--- src/rtl/branch_history_table.sv ---
// Branch history table: 2-bit saturating counters indexed by PC, producing the
// fetch-stage 'taken' hint and a registered mispredict/redirect request when
// execute resolves a conditional branch against the prediction it was fetched with.
// Optional build macro: BHT_BYPASS_EN forwards a same-cycle counter update to 'taken'.
module branch_history_table #(
    parameter int          DATA_WIDTH  = 32,
    parameter int          INDEX_WIDTH = 6,
    parameter logic [1:0]  INIT_STATE  = 2'b01
) (
    input  logic                  clk,
    input  logic                  rst,
    input  logic [DATA_WIDTH-1:0] query_pc,
    output logic                  taken,
    input  logic                  resolve_valid,
    input  logic [DATA_WIDTH-1:0] resolve_pc,
    input  logic                  resolve_taken,
    input  logic                  resolve_predicted,
    input  logic [DATA_WIDTH-1:0] resolve_target,
    output logic                  mispredict,
    output logic [DATA_WIDTH-1:0] redirect_addr
);

    localparam int                  ENTRIES = 1 << INDEX_WIDTH;
    localparam logic [DATA_WIDTH-1:0] PC_STEP = DATA_WIDTH'(4);

    logic [1:0]             counters [ENTRIES];
    logic [INDEX_WIDTH-1:0] query_idx;
    logic [INDEX_WIDTH-1:0] resolve_idx;
    logic                   accept;
    logic [1:0]             resolve_count;
    logic [1:0]             next_count;
    logic                   unused_query_bits;

    assign query_idx   = query_pc[INDEX_WIDTH+1:2];
    assign resolve_idx = resolve_pc[INDEX_WIDTH+1:2];

    // Only tag-less index bits select an entry; the rest of the query PC is ignored.
    assign unused_query_bits = ^{query_pc[DATA_WIDTH-1:INDEX_WIDTH+2], query_pc[1:0]};

    // A resolve arriving while the flush pulse is high belongs to the wrong path.
    assign accept        = resolve_valid && !mispredict;
    assign resolve_count = counters[resolve_idx];

    // Saturating increment/decrement of the resolved branch's counter.
    always_comb begin
        // NOTE: default first so every path assigns next_count and no latch is inferred.
        next_count = resolve_count;
        if (resolve_taken) begin
            if (resolve_count != 2'b11) next_count = resolve_count + 2'b01;
        end else begin
            if (resolve_count != 2'b00) next_count = resolve_count - 2'b01;
        end
    end

`ifdef BHT_BYPASS_EN
    // Forward the post-update counter when the query hits the entry being trained.
    always_comb begin
        taken = counters[query_idx][1];
        if (accept && (query_idx == resolve_idx)) taken = next_count[1];
    end
`else
    // Prediction from the stored counter; an update becomes visible next cycle.
    always_comb begin
        taken = counters[query_idx][1];
    end
`endif

    // Counter table: small flop array, cleared to INIT_STATE on reset.
    always_ff @(posedge clk or posedge rst) begin
        // NOTE: the table is built from flops rather than a RAM, so it can and must be reset.
        if (rst) begin
            for (int i = 0; i < ENTRIES; i++) counters[i] <= INIT_STATE;
        end else if (accept) begin
            // NOTE: non-blocking so the table updates together with the other state at the edge.
            counters[resolve_idx] <= next_count;
        end
    end

    // Registered flush pulse and correct next PC for fetch.
    always_ff @(posedge clk or posedge rst) begin
        if (rst) begin
            mispredict    <= 1'b0;
            redirect_addr <= '0;
        end else if (accept && (resolve_taken != resolve_predicted)) begin
            mispredict    <= 1'b1;
            redirect_addr <= resolve_taken ? resolve_target : resolve_pc + PC_STEP;
        end else begin
            mispredict    <= 1'b0;
        end
    end

endmodule

--- config.mk ---
export PLATFORM = sky130hd
export DESIGN_NAME = branch_history_table
export DESIGN_NICKNAME = d
export VERILOG_FILES = /design/src/rtl/branch_history_table.sv
export SDC_FILE = /design/constraint.sdc
export NUM_CORES = 1
export LEC_CHECK = 0
export CORE_MARGIN = 5
export CORE_UTILIZATION = 50
export DETAILED_ROUTE_END_ITERATION = 10
export GPL_ROUTABILITY_DRIVEN = 0
export PLACE_DENSITY = 0.75
export SLEW_MARGIN = 10
export SYNTH_ARGS = -nofsm -noshare
export SYNTH_HDL_FRONTEND = slang
export SYNTH_SLANG_ARGS = --single-unit
--- constraint.sdc ---
create_clock -name clk -period 7.8 [get_ports clk]
set_clock_uncertainty 0.2 [all_clocks]
set_input_delay 1.56 -clock clk [delete_from_list [all_inputs] [get_ports clk]]
set_output_delay 1.56 -clock clk [all_outputs]
set_load 0.02 [all_outputs]
==> impl_results.rst <==
.. list-table::
   :header-rows: 1

   * - Metric
     - Value
   * - Total length of routed wires
     - between 20000 and 25000 microns
   * - Int Pwr
     - 1600 uW
   * - Worst Hold Margin
     - ~0.26 ns
   * - Worst path most repeated cell
     - sky130_fd_sc_hd__mux4_2
   * - Area share of the leading cell type in the synthesized netlist
     - ~28%
   * - Number of buffers between clock root and the deepest sink
     - 2
   * - Cell types with the largest area share after synthesis
     - sky130_fd_sc_hd__dfrtp_1, sky130_fd_sc_hd__dfstp_2, sky130_fd_sc_hd__mux2_2
   * - Pin count of the biggest net entering global routing
     - 88
   * - Later-pin clock latency in the skew report
     - between 0.4 and 0.5 ns
   * - Total number of placement rows
     - 48
   * - Tightest Pin Transition
     - between 1 and 1.5 ns
   * - Number of cells upsized or downsized after cts
     - 0
   * - HPWL after detailed placement
     - 15800 microns
   * - Most congested layer reported by global routing
     - met2
   * - Number of global-route vias before repair
     - roughly 6600
   * - Total nets after synthesis
     - around 950
   * - Ys Warns
     - 0
   * - Power density over the cells
     - between 200 and 250 nW/um^2
   * - Largest area contributor in the synthesized netlist
     - sky130_fd_sc_hd__dfrtp_1
   * - Count of max-cap constraint violations
     - 0
   * - Initial cell density of the core
     - 50.9%
   * - Die area
     - ~20000 sq um
   * - Type of the worst setup path
     - in -> out
   * - # port buffers
     - 108
   * - Yosys cell types
     - 55
   * - Origin of the critical flop-to-flop path
     - counters[115]
   * - Upper clock frequency limit
     - between 0.15 and 0.2 GHz
   * - GR Layer Usage met3
     - 4.92%
   * - Fraction of the yosys area taken by sequential cells
     - about 47%
   * - Async SR Flop Fraction
     - 100%
   * - First-pass GRT wire length
     - approximately 37000 microns
   * - Post-CTS clock slew at the launch and capture registers of the worst setup and hold paths
     - around 0.070 ns
   * - Final count of pins violating max slew
     - 0
   * - Syn-to-layout area delta
     - 19.5%
   * - Instance count of the mapped netlist
     - ~850
   * - Number of synthesized register bits
     - around 160
   * - Final-report setup violation count
     - 0
   * - Setup repair bufs after CTS
     - 0
   * - Number of placed cells counting well taps
     - approximately 1100
   * - Number of antenna repair diodes
     - 0
   * - Slowest CP cell
     - sky130_fd_sc_hd__clkdlybuf4s50_1
   * - Hold Violations, Final
     - 0
   * - Commonest cells after routing, fill and taps aside
     - sky130_fd_sc_hd__nand2_1, sky130_fd_sc_hd__clkdlybuf4s50_1, sky130_fd_sc_hd__o21ai_0
   * - Die boundary height
     - roughly 140 microns
   * - Total DRC errors in the routed layout
     - 0
   * - Cells traversed along the worst timing path
     - clkdlybuf4s50_1 -> mux4_2 -> mux4_2 -> mux4_2 -> clkdlybuf4s50_1
   * - Switching power of the nets
     - 680 uW
   * - Detailed Route Iter0 Violations
     - between 600 and 700
   * - I/O pins
     - 135
   * - Fraction of final layout cells sized beyond drive strength 1
     - 24.1%
   * - Worst min-delay path class
     - reg -> reg
   * - Nets
     - ~1000
   * - Most common library cell in the layout ignoring fill and taps
     - sky130_fd_sc_hd__nand2_1
   * - Via count
     - a little under 7000
   * - Data arrival time of the critical path
     - about 4.6 ns
   * - Core region area
     - 17300 sq um
   * - Die extent in x
     - 143 microns
   * - Clock power share
     - 34.6%
   * - Aggregate negative setup slack
     - 0 ns
   * - Average cell area after synthesis
     - roughly 10 sq um
   * - Data required time of the critical path
     - between 6 and 7 ns
   * - Number of clock buffers inserted by TritonCTS
     - 17
   * - Via count normalized by instance count
     - a little under 6
   * - Final worst path period share
     - a little over 80%
   * - Proportion of power drawn by flip-flops and latches
     - 45.4%
   * - Fillcell total
     - approximately 1400
   * - Worst setup path start
     - query_pc[3]
   * - Global-route usage over all layers
     - a little under a quarter
   * - Largest driver fanout on the critical path
     - 16
   * - GRT overflow
     - 0
   * - Combined area of all synthesized cells
     - a little under 9000 sq um
   * - Switching share of power
     - approximately 30%
   * - Unrepaired setup endpoints after global routing
     - no
   * - Outcome
     - complete, no violations
   * - Total placed instance area
     - about 10000 sq um
   * - Global-route met1 utilization
     - about a third
   * - Routed Antenna Nets
     - 0
   * - Clock period minus final worst setup slack
     - 6.37 ns
   * - Detail-routed net length per standard cell
     - 20.1 microns
   * - Number of sinks driven by the clock tree
     - ~160
   * - Number of non-filler instances in the completed layout
     - 1170
   * - Crit end category
     - primary output
   * - Number of buffers inserted for hold repair after clock tree synthesis
     - 0
   * - Crit path largest cell delay
     - about 1.0 ns
   * - Leak
     - around 0.0043 uW
   * - Post-synth top flop
     - sky130_fd_sc_hd__dfrtp_1
   * - Antenna violations before repair
     - 0
   * - Headroom to the max-slew limit
     - 20.4%
   * - Area of all placed cells without fillers
     - around 11000 sq um
   * - Root cell of the clock tree
     - sky130_fd_sc_hd__clkbuf_16
   * - Clock H-tree levels
     - 4
   * - Post-synth EDFFs
     - 0
   * - Type of element launching the critical path
     - input pin
   * - Worst IR drop on VDD
     - between 0.00015 and 0.0002 V
   * - First-pass detailed-route iteration total
     - 5
   * - Met2 routing resource usage after global routing
     - roughly 37%
   * - Clock tree from TritonCTS
     - built
   * - Logic pwr share
     - ~20%
   * - Critical hold path startpoint
     - counters[114]
==> power by group through the flow <==
stage	sequential (uW)	combinational (uW)	clock, uW
after global placement	1040	446	0
after detailed placement	1050	456	0
after global routing	1050	494	840
after CTS	1030	458	804
after floorplan	1080	227	0
final	1030	454	788
==> layer usage <==
metal | routed length, microns | part of all wire [%] | vias up
li1 | - | - | 3215
met1 | 9780 | 42 | 3378
met2 | 11700 | 50 | 231
met3 | 1480 | 6.3 | 51
met4 | 533 | 2.3 | 0
met5 | 0 | 0 | -
==> registers in the layout, summed over array words and instances, names as in the netlist <==
signal,flops
mispredict,1
redirect_addr,32
counters,128
==> Yosys cell counts, types with 2 or more instances <==
cell	instances
sky130_fd_sc_hd__or3_1	3
sky130_fd_sc_hd__nor3b_1	5
sky130_fd_sc_hd__nand2b_1	6
sky130_fd_sc_hd__o2111ai_1	2
sky130_fd_sc_hd__buf_2	12
sky130_fd_sc_hd__mux2i_1	26
sky130_fd_sc_hd__or3b_2	2
sky130_fd_sc_hd__a22o_1	5
sky130_fd_sc_hd__mux4_2	33
sky130_fd_sc_hd__buf_6	6
sky130_fd_sc_hd__o22ai_1	2
sky130_fd_sc_hd__nor2_1	38
sky130_fd_sc_hd__nand3_1	21
sky130_fd_sc_hd__or2_2	2
sky130_fd_sc_hd__nor2b_1	8
sky130_fd_sc_hd__nand3b_1	2
sky130_fd_sc_hd__inv_1	9
sky130_fd_sc_hd__and3_1	9
sky130_fd_sc_hd__xnor2_1	15
sky130_fd_sc_hd__dfstp_2	64
sky130_fd_sc_hd__a21oi_1	27
sky130_fd_sc_hd__buf_1	4
sky130_fd_sc_hd__and3b_1	2
sky130_fd_sc_hd__nand2_1	172
sky130_fd_sc_hd__clkbuf_1	31
sky130_fd_sc_hd__mux2_2	75
sky130_fd_sc_hd__and4_1	5
sky130_fd_sc_hd__a31oi_1	2
sky130_fd_sc_hd__nand4_1	6
sky130_fd_sc_hd__a22oi_1	3
sky130_fd_sc_hd__and2_1	2
sky130_fd_sc_hd__o2bb2ai_1	6
sky130_fd_sc_hd__nor4_1	5
sky130_fd_sc_hd__a221oi_1	5
sky130_fd_sc_hd__o211ai_1	2
sky130_fd_sc_hd__xor2_1	12
sky130_fd_sc_hd__o21ai_0	103
sky130_fd_sc_hd__nor3_1	4
sky130_fd_sc_hd__dfrtp_1	97
==> final timing paths <==
check	to	slack, ns	cells after the start
max	taken	1.43	5
min	counters[114]	0.26	2
max reg2reg	counters[37]	4.24	7
min reg2reg	counters[114]	0.26	2
max in group asynchronous	counters[93]	4.42	3
min in group asynchronous	redirect_addr[13]	1.45	2
==> critical path, delay by kind of cell <==
kind	cells	cell delay, ns
buf+inv	2	1.60
mux	3	1.44
==> layout make-up <==
class	instances	area, sq um	area share, %
inverters	10	42.5	0.405
well taps	225	282	2.68
clock buffers	17	425	4.05
clock inverters	15	125	1.19
repair buffers	118	1140	10.8
flip-flops and latches	161	4110	39.1
multi-input cells	624	4390	41.8
==> logic make-up (layout without fill, tap and decap cells) <==
| group | count (synthesis) | after routing | synth area share, % |
|---|---|---|---|
| flops | 161 | 161 | 46.7 |
| mux | 134 | 134 | 21.0 |
| simple gates | 295 | 295 | 15.1 |
| xor+xnor | 27 | 27 | 2.69 |
| fa+ha+maj | 3 | 3 | 0.384 |
| compound gates | 165 | 165 | 10.7 |
| buf+inv | 64 | 160 | 3.46 |
==> stage by stage <==
step / power, uW / util [%] / worst slack [ns]
after floorplan: 1310 / - / 1.80
after global placement: 1490 / 57.6 / 1.46
after detailed placement: 1500 / 57.6 / 1.45
after CTS: 2300 / 60.7 / 1.44
after global routing: 2380 / 60.8 / 1.40
final: 2280 / 60.8 / 1.43
No activity file was read; power rests on OpenSTA's default activity.
